<file path="src/rtl/coolgirl_pkg.sv">
// Shared constants for the mapper IRQ logic: register selects, filter defaults,
// and the saturating counter helper used by the A12 low-time filter.
package coolgirl_pkg;

  localparam logic [1:0] REG_IRQ_LATCH   = 2'd0;
  localparam logic [1:0] REG_IRQ_RELOAD  = 2'd1;
  localparam logic [1:0] REG_IRQ_DISABLE = 2'd2;
  localparam logic [1:0] REG_IRQ_ENABLE  = 2'd3;

  localparam int         A12_LOW_CYCLES_DEFAULT = 3;
  localparam logic [3:0] LOW_CNT_MAX            = 4'd15;

  function automatic logic [3:0] sat_inc4(input logic [3:0] value);
    if (value == LOW_CNT_MAX) begin
      return value;
    end else begin
      return value + 4'd1;
    end
  endfunction

endpackage

</file>
<file path="src/rtl/a12_edge_filter.sv">
// Synchronizes PPU A12 into the m2 domain and emits a one-cycle scanline clock
// on rises that follow a long enough low period (rejects sprite-fetch toggles).
module a12_edge_filter
  import coolgirl_pkg::*;
#(
  parameter int SYNC_STAGES    = 2,
  parameter int A12_LOW_CYCLES = A12_LOW_CYCLES_DEFAULT
) (
  input  logic m2,
  input  logic rst_n,
  input  logic enable,
  input  logic ppu_a12,
  output logic clk_ev
);

  localparam logic [3:0] LOW_THRESH = 4'(A12_LOW_CYCLES);

  logic [SYNC_STAGES-1:0] sync_r;
  logic                   a12_prev_r;
  logic [3:0]             low_cnt_r;
  logic                   a12_s;

  assign a12_s  = sync_r[SYNC_STAGES-1];
  assign clk_ev = a12_s & ~a12_prev_r & (low_cnt_r >= LOW_THRESH);

  // Synchronizer chain, edge history and low-time counter
  always_ff @(posedge m2 or negedge rst_n) begin
    if (!rst_n) begin
      sync_r     <= '0;
      a12_prev_r <= 1'b0;
      low_cnt_r  <= 4'd0;
    end else if (!enable) begin
      sync_r     <= '0;
      a12_prev_r <= 1'b0;
      low_cnt_r  <= 4'd0;
    end else begin
      sync_r     <= {sync_r[SYNC_STAGES-2:0], ppu_a12};
      a12_prev_r <= a12_s;
      low_cnt_r  <= a12_s ? 4'd0 : sat_inc4(low_cnt_r);
    end
  end

endmodule

</file>
<file path="src/rtl/mmc3_scanline_irq.sv">
// MMC3-style scanline IRQ: a filtered A12 rise clocks an 8-bit down counter
// reloaded from a CPU latch; reaching zero with IRQs enabled raises a sticky irq.
module mmc3_scanline_irq
  import coolgirl_pkg::*;
#(
  parameter int SYNC_STAGES    = 2,
  parameter int A12_LOW_CYCLES = A12_LOW_CYCLES_DEFAULT,
  parameter bit NEW_STYLE      = 1'b1
) (
  input  logic       m2,
  input  logic       rst_n,
  input  logic       enable,
  input  logic       ppu_a12,
  input  logic       wr_stb,
  input  logic [1:0] reg_sel,
  input  logic [7:0] wr_data,
  output logic       irq,
  output logic [7:0] counter
);

  logic [7:0] latch_r, counter_r;
  logic       reload_r, irq_en_r, irq_r;
  logic [7:0] latch_s, counter_s, ev_cnt_s;
  logic       reload_s, irq_en_s, irq_s;
  logic       clk_ev_s, ev_load_s, armed_s, irq_set_s;

  a12_edge_filter #(
    .SYNC_STAGES   (SYNC_STAGES),
    .A12_LOW_CYCLES(A12_LOW_CYCLES)
  ) u_filter (
    .m2     (m2),
    .rst_n  (rst_n),
    .enable (enable),
    .ppu_a12(ppu_a12),
    .clk_ev (clk_ev_s)
  );

  assign ev_load_s = (counter_r == 8'd0) || reload_r;
  assign ev_cnt_s  = ev_load_s ? latch_r : (counter_r - 8'd1);
  // Old-style parts only fire when zero is freshly reached or reloaded
  assign armed_s   = NEW_STYLE ? 1'b1 : ((counter_r != 8'd0) || reload_r);
  assign irq_set_s = clk_ev_s && irq_en_r && (ev_cnt_s == 8'd0) && armed_s;

  // Next state: scanline event first, then any CPU write overrides its fields
  always_comb begin
    latch_s   = latch_r;
    counter_s = counter_r;
    reload_s  = reload_r;
    irq_en_s  = irq_en_r;
    irq_s     = irq_r;
    if (clk_ev_s) begin
      counter_s = ev_cnt_s;
      reload_s  = 1'b0;
      irq_s     = irq_r | irq_set_s;
    end else begin
      counter_s = counter_r;
    end
    if (wr_stb) begin
      case (reg_sel)
        REG_IRQ_LATCH: latch_s = wr_data;
        REG_IRQ_RELOAD: begin
          counter_s = 8'd0;
          reload_s  = 1'b1;
        end
        REG_IRQ_DISABLE: begin
          irq_en_s = 1'b0;
          irq_s    = 1'b0;
        end
        REG_IRQ_ENABLE: irq_en_s = 1'b1;
        default: latch_s = latch_r;
      endcase
    end else begin
      latch_s = latch_r;
    end
  end

  // Counter, latch and IRQ state; a deselected mapper mode holds reset values
  always_ff @(posedge m2 or negedge rst_n) begin
    if (!rst_n) begin
      latch_r   <= 8'd0;
      counter_r <= 8'd0;
      reload_r  <= 1'b0;
      irq_en_r  <= 1'b0;
      irq_r     <= 1'b0;
    end else if (!enable) begin
      latch_r   <= 8'd0;
      counter_r <= 8'd0;
      reload_r  <= 1'b0;
      irq_en_r  <= 1'b0;
      irq_r     <= 1'b0;
    end else begin
      latch_r   <= latch_s;
      counter_r <= counter_s;
      reload_r  <= reload_s;
      irq_en_r  <= irq_en_s;
      irq_r     <= irq_s;
    end
  end

  assign irq     = irq_r;
  assign counter = counter_r;

endmodule

</file>
<file path="config.mk">
export PLATFORM = sky130hd
export DESIGN_NAME = mmc3_scanline_irq
export DESIGN_NICKNAME = d
export VERILOG_FILES = /design/src/rtl/coolgirl_pkg.sv /design/src/rtl/a12_edge_filter.sv /design/src/rtl/mmc3_scanline_irq.sv
export SDC_FILE = /design/constraint.sdc
export NUM_CORES = 1
export LEC_CHECK = 0
export CORE_MARGIN = 2
export CORE_UTILIZATION = 53
export CTS_CLUSTER_DIAMETER = 80
export DETAILED_ROUTE_END_ITERATION = 6
export GPL_ROUTABILITY_DRIVEN = 0
export MAX_ROUTING_LAYER = met4
export PLACE_DENSITY = 0.79
export SYNTH_ARGS = -nofsm -noshare
export SYNTH_HDL_FRONTEND = slang
export SYNTH_SLANG_ARGS = --single-unit
</file>
<file path="constraint.sdc">
create_clock -name m2 -period 3.1 [get_ports m2]
set_input_delay 0.93 -clock m2 [delete_from_list [all_inputs] [get_ports m2]]
set_output_delay 0.93 -clock m2 [all_outputs]
set_load 0.01 [all_outputs]
</file>
* After elaboration in Yosys (flattened, before gate mapping)
Cells that the tools add are included.
** Storage, ports and cells
- Output and inout port bits :: 9
- Input port bits :: 15
- Logic and storage cells :: 55
- Register bits :: 26
** Cells by class
- $add $sub $neg :: 2
- Muxes and demuxes :: 24
- Order comparisons :: 1
- Equality and inequality tests :: 8
- Reduce and logical (&&, ||, !) cells :: 8
- Bitwise operators :: 4
** Operators with widths (number)
- $mux 8 :: 8
- $logic_not 8->1 :: 2
- $mux 4 :: 3
- $mux 1 :: 11
- $sub 8x1->8 const B :: 1
- $add 4x1->4 const B :: 1
- $eq 2x2->1 const B :: 2
- $eq 4x4->1 const B :: 1
- $ge 4x2->1 const B :: 1
- $ne 2x1->1 const B :: 2
- $reduce_and 2->1 :: 2
- $ne 3x1->1 const B :: 1
- $ne 3x2->1 const B :: 1
- $and 1x1->1 :: 2
- $eq 2x1->1 const B :: 1
- $logic_and 1x1->1 :: 2
- $logic_not 2->1 :: 1
- $mux 2 :: 1
- $pmux 1 s2 :: 1
- $logic_or 1x1->1 :: 1
- $not 1->1 :: 1
- $or 1x1->1 :: 1

* Longest topological paths before layout
- Depth after elaboration :: 10
- Depth in mapped cells :: 9

* By module
Synthesis repeated with hierarchy kept, for this count alone.
** Second synthesis, totals
- Cell total of the unflattened synthesis :: 148
- Area, all modules :: 1506.4 um2
** Modules (own cells, without submodules)
- mmc3_scanline_irq :: cells each 120, area an instance 1182.4 um2, instances 1, sequential area each 475.5 um2
- a12_edge_filter :: cells each 28, area an instance 324.1 um2, instances 1, sequential area each 175.2 um2

* Worst setup path after synthesis
No wires, ideal clock.
- Path kind :: register -> register
- Start :: register counter_r[0] (netlist: counter[0])
- End :: register irq_r (netlist: irq)
- Setup time :: 0.092 ns
- Cell stages (with the launch flop) :: 9
- Period minus slack after synthesis :: 2.213 ns
- Path buffers :: 1
- Data arrival time :: 2.122 ns
- Setup slack :: 0.887 ns
- Cells stage by stage :: dfrtp_1 clkbuf_1 inv_1 ha_1 or3b_4 or4_4 mux2i_1 o2111ai_1 o31ai_2
** Between the ends
- Word-level cells in the longest chain between the ends :: 10
- Elaborated cells on any way between the ends :: 11
- Classes of those cells :: add/sub: 1; mux: 5; bitwise: 1; reduce/logical: 4
** Ends and longest elaborated chain
- start: declaration :: RTL line mmc3_scanline_irq.sv:21 : logic [7:0] latch_r, counter_r;
- start signal: assignment :: RTL line mmc3_scanline_irq.sv:93 : counter_r <= counter_s;
- branches (longest 2 deep; another with $sub 8x1->8)
- $mux 8 * :: RTL line mmc3_scanline_irq.sv:39 : assign ev_cnt_s = ev_load_s ? latch_r : (counter_r - 8'd1);
- $logic_not 8->1 * :: RTL line mmc3_scanline_irq.sv:42 : assign irq_set_s = clk_ev_s && irq_en_r && (ev_cnt_s == 8'd0) && armed_s;
- $logic_and 1x1->1 * :: RTL line mmc3_scanline_irq.sv:42
- $or 1x1->1 * :: RTL line mmc3_scanline_irq.sv:54 : irq_s = irq_r | irq_set_s;
- $mux 1 * :: RTL line mmc3_scanline_irq.sv:51 : if (clk_ev_s) begin
- $mux 1 :: RTL line mmc3_scanline_irq.sv:59 : case (reg_sel)
- $mux 1 * :: RTL line mmc3_scanline_irq.sv:58 : if (wr_stb) begin
- $mux 1 * :: RTL line mmc3_scanline_irq.sv:85 : end else if (!enable) begin
- end signal: assignment :: RTL line mmc3_scanline_irq.sv:96 : irq_r <= irq_s;
- end: declaration :: RTL line mmc3_scanline_irq.sv:22 : logic reload_r, irq_en_r, irq_r;
Mark *: on every way between the ends.
A chain may end at the register's enable or synchronous reset.

* Final worst setup path
- Start :: register counter_r[2] (netlist: counter[2])
- End :: output port counter[2]
** RTL lines
- end: declaration :: RTL line mmc3_scanline_irq.sv:18 : output logic [7:0] counter
No word-level cell between the ends.

==> metrics.txt <==
# TYPE chip_impl_metric gauge
chip_impl_metric{name="wirelength",unit="um"} 3350
chip_impl_metric{name="area.sequential",unit="um^2"} 651
chip_impl_metric{name="place_area",unit="um^2"} 1740
chip_impl_metric{name="grt_pass1_vias",unit=""} 1260
chip_impl_metric{name="grt.total_usage",unit="%"} 23.4
chip_impl_metric{name="drt.antenna.violating_nets",unit=""} 0
chip_impl_metric{name="report.final.setup_viol",unit=""} 0
chip_impl_metric{name="grt_util_met1",unit="%"} 30.7
chip_impl_metric{name="detail_route.iter0.violations",unit=""} 72
chip_impl_metric{name="grt_remaining_overflow",unit=""} 0
chip_impl_metric{name="post_drt_wl_per_cell",unit="um"} 15.9
chip_impl_metric{name="postSynth.asyncResetShare",unit="%"} 100
chip_impl_metric{name="post_synth_instance_area",unit="um^2"} 1500
chip_impl_metric{name="die_span_in_x",unit="um"} 57.1
chip_impl_metric{name="synthToLayoutAreaGrowth",unit="%"} 19.7
chip_impl_metric{name="maximum_level_of_the_cts_h_tree",unit=""} 1
chip_impl_metric{name="ys_seq_area_share",unit="%"} 43.5
chip_impl_metric{name="drcViolationCount",unit=""} 0
chip_impl_metric{name="critical_path.n_buffers_inverters",unit=""} 1
chip_impl_metric{name="worst_ir_drop_vdd",unit="V"} 0.000289
chip_impl_metric{name="drv_slew",unit=""} 0
chip_impl_metric{name="clk_path_buf_depth",unit=""} 2
chip_impl_metric{name="grt_pass1_wl",unit="um"} 5690
chip_impl_info{name="mostFrequentLayoutCells",value="sky130_fd_sc_hd__dfrtp_1 (26), sky130_fd_sc_hd__clkdlybuf4s50_1 (23), sky130_fd_sc_hd__nand2_1 (15)"} 1
chip_impl_info{name="timing.critical_path.to_type",value="output port"} 1
chip_impl_metric{name="setup_slack",unit="ps"} 632
chip_impl_metric{name="tightestPinTransition",unit="ps"} 756
chip_impl_metric{name="power_leakage",unit="nW"} 0.722
chip_impl_info{name="critPathLaunchType",value="register"} 1
chip_impl_info{name="critPathTopFamily",value="buffers and inverters"} 1
chip_impl_metric{name="final.fill_count",unit=""} 220
chip_impl_metric{name="grt_use_met3",unit="%"} 2.95
chip_impl_metric{name="cts_resized",unit=""} 0
chip_impl_info{name="slowest_stage",value="sky130_fd_sc_hd__clkdlybuf4s50_1"} 1
chip_impl_info{name="ys_dominant_reg_cell",value="sky130_fd_sc_hd__dfrtp_1"} 1
chip_impl_info{name="clock_tree_from_tritoncts",value="yes"} 1
chip_impl_metric{name="postSynthCellCount",unit=""} 157
chip_impl_metric{name="io_buffers",unit=""} 23
chip_impl_metric{name="pre_cts_slack",unit="ps"} 700
chip_impl_metric{name="post-route-util",unit="%"} 66.1
chip_impl_metric{name="power_per_cell_area",unit="nW/um^2"} 377
chip_impl_metric{name="top_level_ports",unit=""} 24
chip_impl_metric{name="drt_first_pass_iters",unit=""} 4
chip_impl_metric{name="die_h",unit="um"} 57.1
chip_impl_metric{name="biggest_fanout_along_the_worst_timing_path",unit=""} 12
chip_impl_metric{name="layout_worst_path_cycle_share",unit="%"} 79.6
chip_impl_metric{name="multiInputGateArea",unit="um^2"} 785
chip_impl_metric{name="fmax",unit="MHz"} 405
chip_impl_info{name="min-delay-path-class",value="reg2reg"} 1
chip_impl_metric{name="antenna_violations_before_repair",unit=""} 0
chip_impl_metric{name="ys_warn_count",unit=""} 0
chip_impl_metric{name="grt.met2_usage",unit="%"} 36.5
chip_impl_info{name="rsz0062_at_grt",value="no"} 1
chip_impl_metric{name="routed_via_density",unit=""} 6.15
chip_impl_info{name="crit_path_cells",value="clkdlybuf4s50_1"} 1
chip_impl_metric{name="placeableCoreArea",unit="um^2"} 2710
chip_impl_metric{name="initial_core_util",unit="%"} 55.2
chip_impl_metric{name="finClkSkew",unit="ps"} 1.27
chip_impl_info{name="global_route.peak_usage_layer",value="met2"} 1
chip_impl_metric{name="number_of_enable_flip_flop_cells_after_synthesis",unit=""} 0
chip_impl_metric{name="synth-seq-cells",unit=""} 26
chip_impl_metric{name="hold_slack",unit="ps"} 481
chip_impl_metric{name="detailed_place_hpwl",unit="um"} 2400
chip_impl_metric{name="post_syn_nets",unit=""} 175
chip_impl_metric{name="numClockSinks",unit=""} 26
chip_impl_info{name="root_buffer_cell",value="sky130_fd_sc_hd__clkbuf_4"} 1
chip_impl_metric{name="min_period",unit="ps"} 2470
chip_impl_metric{name="required_worst_endpoint",unit="ps"} 2170
chip_impl_metric{name="cts.clk_slew.worst_paths",unit="ps"} 150
chip_impl_metric{name="layout.nets",unit=""} 198
chip_impl_metric{name="cts-buffers-inserted",unit=""} 3
chip_impl_metric{name="worst_skew_pair.late_latency",unit="ps"} 340
chip_impl_metric{name="max_cap_viol_count",unit=""} 0
chip_impl_metric{name="max_slew_margin",unit="%"} 49.5
chip_impl_metric{name="dieArea",unit="um^2"} 3260
chip_impl_metric{name="detailroute.via_count",unit=""} 1292
chip_impl_metric{name="cts_hold_buf",unit=""} 0
chip_impl_info{name="run_status",value="complete, no violations"} 1
chip_impl_metric{name="hold_viol_final",unit=""} 0
chip_impl_info{name="mostFrequentLayoutCell",value="sky130_fd_sc_hd__dfrtp_1"} 1
chip_impl_metric{name="drive_gt1_share",unit="%"} 7.26
chip_impl_metric{name="arrival",unit="ps"} 1540
chip_impl_metric{name="final.setup.tns",unit="ps"} 0
chip_impl_metric{name="synthesis.area_per_instance",unit="um^2"} 9.52
chip_impl_metric{name="synth.distinct_cells",unit=""} 43
chip_impl_metric{name="post-route-cell-area",unit="um^2"} 1790
chip_impl_metric{name="cts_setup_buffers",unit=""} 0
chip_impl_metric{name="fp-row-count",unit=""} 19
chip_impl_info{name="worst-setup-path-type",value="reg2out"} 1
chip_impl_metric{name="antenna-diode-count",unit=""} 0
chip_impl_metric{name="timing.critical_path.slowest_cell_delay",unit="ps"} 610
chip_impl_metric{name="grt_start_max_net_pins",unit=""} 27
[per-stage QoR]
step | std cells | total power [W]
2_1_floorplan | 157 | 0.000403
3_3_place_gp | 206 | 0.000438
3_5_place_dp | 206 | 0.000441
4_1_cts | 210 | 0.000681
5_1_grt | 210 | 0.000702
6_report | 210 | 0.000676
[cell families after synthesis]
kind of cell,count (synthesis),synth area share [%]
adders and majority gates,3,2.51
muxes,11,7.45
DFF,26,43.5
xor gates and xnor gates,2,1.17
and+or+nand+nor,65,23.2
AOI/OAI and AO/OA,38,18.2
buffers and inverters,12,4.02
[synthesized netlist by cell type, types with 2 or more instances]
cell type	n	area, um^2
sky130_fd_sc_hd__o311a_1	2	20.0
sky130_fd_sc_hd__nor2_1	11	41.3
sky130_fd_sc_hd__ha_1	3	37.5
sky130_fd_sc_hd__nand3_1	4	20.0
sky130_fd_sc_hd__nor3b_1	4	30.0
sky130_fd_sc_hd__clkbuf_1	3	11.3
sky130_fd_sc_hd__a211oi_1	4	30.0
sky130_fd_sc_hd__nor4_1	4	25.0
sky130_fd_sc_hd__o21a_1	2	15.0
sky130_fd_sc_hd__buf_4	2	15.0
sky130_fd_sc_hd__a31oi_1	4	25.0
sky130_fd_sc_hd__nand2_1	15	56.3
sky130_fd_sc_hd__mux2i_1	10	100
sky130_fd_sc_hd__nor3_1	7	35.0
sky130_fd_sc_hd__a21oi_1	7	35.0
sky130_fd_sc_hd__nor2b_1	10	62.6
sky130_fd_sc_hd__inv_1	5	18.8
sky130_fd_sc_hd__dfrtp_1	26	651
sky130_fd_sc_hd__o21ai_0	7	35.0
sky130_fd_sc_hd__and2_1	4	25.0
[sequential cells by signal, summed over array words and instances (netlist names)]
signal / cells
counter: 8
irq: 1
u_filter.a12_prev_r: 1
reload_r: 1
irq_en_r: 1
u_filter.low_cnt_r: 4
latch_r: 8
u_filter.sync_r: 2
[layer usage]
metal / part of all wire, % / vias to the layer above
li1: - / 610
met1: 44 / 604
met2: 47 / 69
met3: 6.6 / 9
met4: 2.2 / 0
met5: 0 / -
[worst reg2reg max path, stage by stage, from the launching register on]
cell,delay [ps]
sky130_fd_sc_hd__dfrtp_1,500
sky130_fd_sc_hd__inv_1,150
sky130_fd_sc_hd__ha_1,200
sky130_fd_sc_hd__or3b_4,430
sky130_fd_sc_hd__o21ai_2,390
sky130_fd_sc_hd__mux2_2,390
sky130_fd_sc_hd__a22oi_1,190
sky130_fd_sc_hd__nor2_1,60
[worst paths after layout]
| check | endpoint | cells after the start | slack (ps) | start |
|---|---|---|---|---|
| min in group asynchronous | counter[6] | 2 | 940 | rst_n |
| setup / recovery | counter[2] | 1 | 630 | counter[2] |
| hold reg to reg | u_filter.sync_r[1] | 1 | 480 | u_filter.sync_r[0] |
| hold / removal | u_filter.sync_r[1] | 1 | 480 | u_filter.sync_r[0] |
| max in group asynchronous | counter[1] | 2 | 1910 | rst_n |
| setup reg to reg | counter[3] | 7 | 680 | counter[0] |
[report_power, final]
part | total [W] | leakage, nW | internal, W | switching, W
Sequential | 0.000359 | 0.357 | 0.000348 | 0.0000108
Combinational | 0.0000753 | 0.338 | 0.0000383 | 0.0000370
Clock | 0.000241 | 0.0279 | 0.000131 | 0.000110
[area by class of cell]
class / instances / share of cell area, %
flip-flops and latches: 26 / 36.3
inverters: 5 / 1.05
clock buffers: 3 / 1.26
repair buffers: 25 / 13.7
clock inverters: 1 / 1.68
multi-input cells: 119 / 43.8
well taps: 31 / 2.17
Power figures use the tool's default switching activity.
